<file path="src/rtl/num_classifier_seq_pkg.sv">
// num_classifier_seq_pkg: FSM state encoding and operand width limits for the classifier.
package num_classifier_seq_pkg;
  typedef enum logic [1:0] {IDLE, MODK, TRIAL, DONE} state_t;
  localparam int WIDTH_MIN = 2;
  localparam int WIDTH_MAX = 16;
endpackage

</file>
<file path="src/rtl/num_classifier_seq_mod_serial.sv">
// mod_serial: restoring bit-serial remainder, one load cycle then WIDTH shift-subtract cycles.
module mod_serial #(
  parameter int WIDTH = 5
) (
  input  logic             clk,
  input  logic             reset,
  input  logic             load,
  input  logic [WIDTH-1:0] dividend,
  input  logic [WIDTH-1:0] divisor,
  output logic [WIDTH-1:0] rem,
  output logic             rdy
);
  localparam int CW = $clog2(WIDTH + 1);
  logic [WIDTH-1:0] r_rem, r_q, r_div;
  logic [CW-1:0]    r_cnt;
  logic             r_rdy;
  logic [WIDTH:0]   w_trial, w_sub;
  logic [WIDTH-1:0] w_rem_n;
  assign w_trial = {r_rem, r_q[WIDTH-1]};
  assign w_sub   = w_trial - {1'b0, r_div};
  assign w_rem_n = (w_trial >= {1'b0, r_div}) ? w_sub[WIDTH-1:0] : w_trial[WIDTH-1:0];
  always_ff @(posedge clk or posedge reset) begin
    if (reset) begin
      r_rem <= '0;
      r_q   <= '0;
      r_div <= '0;
      r_cnt <= '0;
      r_rdy <= 1'b0;
    end else begin
      r_rdy <= 1'b0;
      if (load) begin
        r_rem <= '0;
        r_q   <= dividend;
        r_div <= divisor;
        r_cnt <= CW'(WIDTH);
      end else if (r_cnt != '0) begin
        r_rem <= w_rem_n;
        r_q   <= r_q << 1;
        r_cnt <= r_cnt - 1'b1;
        r_rdy <= (r_cnt == CW'(1));
      end
    end
  end
  assign rem = r_rem;
  assign rdy = r_rdy;
endmodule

</file>
<file path="src/rtl/num_classifier_seq.sv">
// num_classifier_seq: sequential prime / divisible-by-DIV_K / even classifier using trial division.
module num_classifier_seq
  import num_classifier_seq_pkg::*;
#(
  parameter int WIDTH = 5,
  parameter int DIV_K = 3
) (
  input  logic             clk,
  input  logic             reset,
  input  logic             start,
  input  logic [WIDTH-1:0] n_in,
  output logic             busy,
  output logic             done,
  output logic             prime,
  output logic             div_k,
  output logic             even
);
  if (WIDTH < WIDTH_MIN || WIDTH > WIDTH_MAX) begin : g_bad_width
    $error("num_classifier_seq: WIDTH out of range");
  end
  state_t           r_state, w_state_n;
  logic [WIDTH-1:0] r_n, r_d, w_d_n, w_rem, w_divisor;
  logic             r_go, r_dk, r_prime, r_div_k, r_even;
  logic             w_accept, w_rdy, w_issue, w_decide, w_prime_n, w_dk, w_over;
  logic [WIDTH:0]   w_cand;
  logic [2*WIDTH+1:0] w_ce, w_sq;
  assign w_accept = (r_state == IDLE) && start;
  assign w_dk     = (r_state == MODK) ? (w_rem == '0) : r_dk;
  // next trial divisor: 3 right after the DIV_K op, otherwise d+2; squared wide so it never overflows
  assign w_cand   = (r_state == MODK) ? (WIDTH+1)'(3) : {1'b0, r_d} + (WIDTH+1)'(2);
  assign w_ce     = {{(WIDTH+1){1'b0}}, w_cand};
  assign w_sq     = w_ce * w_ce;
  assign w_over   = w_sq > {{(WIDTH+2){1'b0}}, r_n};
  always_comb begin
    w_state_n = r_state;
    w_issue   = 1'b0;
    w_decide  = 1'b0;
    w_prime_n = 1'b0;
    w_d_n     = r_d;
    case (r_state)
      IDLE:  w_state_n = start ? MODK : IDLE;
      MODK:
        if (w_rdy) begin
          if (r_n < WIDTH'(2) || !r_n[0]) begin
            w_decide  = 1'b1;
            w_prime_n = (r_n == WIDTH'(2));
          end else if (r_n < WIDTH'(4) || w_over) begin
            w_decide  = 1'b1;
            w_prime_n = 1'b1;
          end else begin
            w_issue   = 1'b1;
            w_d_n     = w_cand[WIDTH-1:0];
            w_state_n = TRIAL;
          end
        end
      TRIAL:
        if (w_rdy) begin
          if (w_rem == '0) begin
            w_decide = 1'b1;
          end else if (w_over) begin
            w_decide  = 1'b1;
            w_prime_n = 1'b1;
          end else begin
            w_issue = 1'b1;
            w_d_n   = w_cand[WIDTH-1:0];
          end
        end
      default: w_state_n = IDLE;
    endcase
    if (w_decide) w_state_n = DONE;
  end
  assign w_divisor = w_issue ? w_cand[WIDTH-1:0] : WIDTH'(DIV_K);
  mod_serial #(.WIDTH(WIDTH)) u_mod (
    .clk      (clk),
    .reset    (reset),
    .load     (r_go | w_issue),
    .dividend (r_n),
    .divisor  (w_divisor),
    .rem      (w_rem),
    .rdy      (w_rdy)
  );
  always_ff @(posedge clk or posedge reset) begin
    if (reset) begin
      r_state <= IDLE;
      r_n     <= '0;
      r_d     <= '0;
      r_go    <= 1'b0;
      r_dk    <= 1'b0;
      r_prime <= 1'b0;
      r_div_k <= 1'b0;
      r_even  <= 1'b0;
    end else begin
      r_state <= w_state_n;
      r_go    <= w_accept;
      r_d     <= w_d_n;
      if (w_accept) r_n <= n_in;
      if (r_state == MODK && w_rdy) r_dk <= (w_rem == '0);
      if (w_decide) begin
        r_prime <= w_prime_n;
        r_div_k <= w_dk;
        r_even  <= ~r_n[0];
      end
    end
  end
  assign busy  = (r_state != IDLE);
  assign done  = (r_state == DONE);
  assign prime = r_prime;
  assign div_k = r_div_k;
  assign even  = r_even;
endmodule

</file>
<file path="config.mk">
export PLATFORM = sky130hd
export DESIGN_NAME = num_classifier_seq
export DESIGN_NICKNAME = d
export VERILOG_FILES = /design/src/rtl/num_classifier_seq_pkg.sv /design/src/rtl/num_classifier_seq_mod_serial.sv /design/src/rtl/num_classifier_seq.sv
export SDC_FILE = /design/constraint.sdc
export NUM_CORES = 1
export LEC_CHECK = 0
export ABC_CLOCK_PERIOD_IN_PS = 4900
export CORE_UTILIZATION = 52
export CTS_BUF_LIST = sky130_fd_sc_hd__clkbuf_8
export CTS_CLUSTER_SIZE = 40
export DETAILED_ROUTE_END_ITERATION = 8
export GPL_ROUTABILITY_DRIVEN = 0
export PLACE_DENSITY = 0.79
export SLEW_MARGIN = 15
export SYNTH_ARGS = -nofsm -noshare
export SYNTH_HDL_FRONTEND = slang
export SYNTH_SLANG_ARGS = --single-unit
</file>
<file path="constraint.sdc">
create_clock -name clk -period 4.9 [get_ports clk]
set_input_delay 0.49 -clock clk [delete_from_list [all_inputs] [get_ports clk]]
set_output_delay 0.49 -clock clk [all_outputs]
set_load 0.05 [all_outputs]
</file>
==> results.toml <==
[pwr]
ir_worst_vdd_mv = 0.501
power_density_mw_per_mm2 = 576
p_total_uw = 2150
p_leak_uw = 0.00172

[critical_path]
worst_setup_path_start_kind = "flip-flop"
worst-endpoint-arrival_ns = 5.34
end_kind = "flip-flop"
crit_required_ns = 5.11
worst-path-max-fanout = 7
path_class = "reg -> reg"

[clock_tree]
clk_pin_slew_ns = 0.08
clk_latency_ns = 0.30
root_buffer = "clkbuf_8"
cts_buffers = 5
cts_buffer_depth = 2
h-tree-depth = 2
hold_buffers = 0
cts_tree = "built"
clock-sinks = 36

[placed_design]
place_area_mm2 = 0.00333
hpwlAfterDp_um = 4780
port_buffers = 12

[routing]
dr.first_iter.drc_count = 181
wirelength_um = 8030
antenna_left = 0
first_pass_iters = 4
viasPerCell = 6.00
wl_per_cell_um = 18.3
vias = 2626
drc = 0

[yosys]
netlist_instances = 315
synth.area.top_cells = "dfrtp_1 30%, ha_1 13%, fa_1 6.0%"
synthesis.nets = 362
yosysWarnings = 0
synth.avg_cell_area_um2 = 9.46
synth_top_flop_cell = "dfrtp_1"
synth_edf_count = 0
ys_ff_latch = 36
ys_types = 52
syn-cell-area_mm2 = 0.00298
yosysTopAreaCell = "dfrtp_1"
synthDominantCellAreaShare_pct = 30.2
ys_seq_area_share_pct = 30.2
ys_async_sr_fraction_pct = 100

[worst_hold_path]
hp-class = "reg -> reg"

[sta]
min_period_ns = 5.14
setup_tns_ns = -3.00
maxSlewViolCount = 0
hold_viol = 0
rsz0062_at_grt = "true"
max_freq_mhz = 195
setup_slack_ns = -0.236
fin_skew_ns = 0.00889
worstMarginPinSlew_ns = 0.797
slew_headroom_pct = 46.6
finalSetupViolCount = 29
timing.final.crit_share_pct = 105

[status]
violations = "negative setup slack"
status = "finished with violations"

[job]
max_cap_violations = 0

[floorplan]
die-area_mm2 = 0.00604
rows = 27
io_pins = 13
initial_core_util_pct = 54.1
die_w_um = 77.7
die_y_um = 77.7
core_area_mm2 = 0.00551

[cells_and_area]
fill_cells = 376
fin_area_mm2 = 0.00373
drive_above_1_share_pct = 24.3
antennaDiodeCount = 0
nNetsFinal = 412
syn2layout_area_growth_pct = 25.2

[grt]
grt_first_pass_wirelength_um = 11500
overflow = 0
grt_pass1_vias = 2456
antenna_found_initial = 0
grt_util_all_layers_pct = 24.4
grt_max_degree = 37
cell usage after synthesis (3+ instances only):
| master | instances |
|---|---|
| inv_1 | 46 |
| and2_1 | 7 |
| clkbuf_1 | 4 |
| fa_1 | 9 |
| nor2b_1 | 5 |
| nor2_1 | 24 |
| a22oi_1 | 3 |
| nand2b_1 | 4 |
| mux2_2 | 9 |
| nand2_1 | 25 |
| a211oi_1 | 4 |
| a21o_1 | 5 |
| xor2_1 | 4 |
| mux2i_1 | 16 |
| o211a_1 | 3 |
| dfrtp_1 | 36 |
| nand4_1 | 5 |
| ha_1 | 30 |
| nand3_1 | 5 |
| xnor2_1 | 5 |
| o21ai_0 | 11 |
| a21oi_1 | 16 |
through the flow:
step                hold slack (ns)  util [%]  setup WS, ns  cells
floorplan                     0.475         -        0.0139    315
global placement              0.484      60.5       -0.0797    416
detailed placement            0.508      60.5        -0.117    416
CTS                           0.530      64.3       0.00742    431
global route                  0.543      67.8        -0.342    438
finish                        0.528      67.8        -0.236    438
worst paths after layout:
kind                                     from                  endpoint  slack (ns)  cells past startpoint
max in group asynchronous               reset        r_n[1]$_DFFE_PP0P_        4.00                      3
hold / removal               even$_DFFE_PP0P_          even$_DFFE_PP0P_        0.53                      1
setup reg to reg           r_d[2]$_DFFE_PP0P_  u_mod.r_q[3]$_DFFE_PP0P_       -0.24                     18
setup / recovery           r_d[2]$_DFFE_PP0P_  u_mod.r_q[3]$_DFFE_PP0P_       -0.24                     18
hold reg to reg              even$_DFFE_PP0P_          even$_DFFE_PP0P_        0.53                      1
min in group asynchronous               reset  u_mod.rem[0]$_DFFE_PP0P_        0.58                      3
logic make-up (layout without fill, tap and decap cells):
| kind of cell | after synthesis | count (layout) | synth area share, % |
|---|---|---|---|
| AO/OA/AOI/OAI | 58 | 58 | 14.7 |
| XOR/XNOR | 9 | 9 | 2.64 |
| adder cells (fa/ha/maj) | 39 | 39 | 18.6 |
| buffers and inverters | 52 | 103 | 6.80 |
| flip-flops | 36 | 36 | 30.2 |
| multiplexers | 26 | 26 | 9.15 |
| other | 1 | 1 | 0.126 |
| AND/OR/NAND/NOR | 94 | 94 | 17.8 |
cell usage in the layout (no fill, tap or decap), drive strengths merged, types with 3 or more instances in the layout:
| cell type | Yosys | routed |
|---|---|---|
| mux2 | 10 | 10 |
| xor2 | 4 | 4 |
| nand2b | 4 | 4 |
| o211a | 3 | 3 |
| clkdlybuf4s50 | 0 | 12 |
| o211ai | 4 | 4 |
| xnor2 | 5 | 5 |
| o21ai | 12 | 12 |
| ha | 30 | 30 |
| buf | 1 | 36 |
| dfrtp | 36 | 36 |
| nor2 | 24 | 24 |
| nand2 | 25 | 25 |
| a21o | 5 | 5 |
| fa | 9 | 9 |
| nor3 | 3 | 3 |
| a21oi | 16 | 16 |
| nor4 | 3 | 3 |
| a211oi | 4 | 4 |
| nor2b | 5 | 5 |
| a22oi | 3 | 3 |
| clkbuf | 4 | 5 |
| nand3 | 5 | 5 |
| nand4 | 5 | 5 |
| inv | 46 | 47 |
| mux2i | 16 | 16 |
| and2 | 7 | 7 |
layout make-up:
cell class | instances | area (um2) | area share, %
multi-input cells | 227 | 2020 | 54.2
flip-flops and latches | 36 | 901 | 24.1
repair buffers | 48 | 425 | 11.4
inverters | 47 | 176 | 4.73
well taps | 72 | 90.1 | 2.41
clock buffers | 5 | 68.8 | 1.84
clock inverters | 3 | 46.3 | 1.24
repair_timing:
action / 4_1_cts / 5_1_grt
pin swaps: 8 / 14
endpoints found under the setup margin: 28 / 29
endpoints found under the hold margin: 0 / 0
resized for setup: 7 / 36
setup buffers: 7 / 7
per-layer routing:
metal | up-vias | routed length [um] | GRT usage, %
met1 | 1295 | 3120 | 28.8
li1 | 1184 | - | -
met3 | 34 | 385 | 3.29
met4 | 0 | 343 | 9.43
met5 | - | 0 | 0
met2 | 113 | 4170 | 44.4
where the power goes:
group,switching (uW),internal (uW)
logic,784,610
clock network,123,153
registers,81.8,396
total,989,1160
flip-flops by register name, indices dropped and copies added (netlist names):
signal / count
r_d: 5
r_n: 5
u_mod.r_div: 5
u_mod.r_q: 5
u_mod.rem: 5
u_mod.r_cnt: 3
r_state: 2
div_k: 1
even: 1
prime: 1
r_dk: 1
r_go: 1
u_mod.rdy: 1
critical path, stage by stage (launching register included):
cell and delay (ns):
dfrtp_1 0.45, ha_2 0.23, xor2_1 0.14, nor2b_4 0.13
and2_4 0.15, fa_1 0.49, inv_2 0.05, fa_1 0.49
fa_1 0.53, inv_2 0.06, ha_4 0.28, nand3b_1 0.14
buf_6 0.16, mux2i_4 0.19, nor4b_4 0.39, o211ai_4 0.18
o41ai_4 0.52, buf_6 0.21, mux2i_1 0.24
No activity file was read; power rests on OpenSTA's default activity.
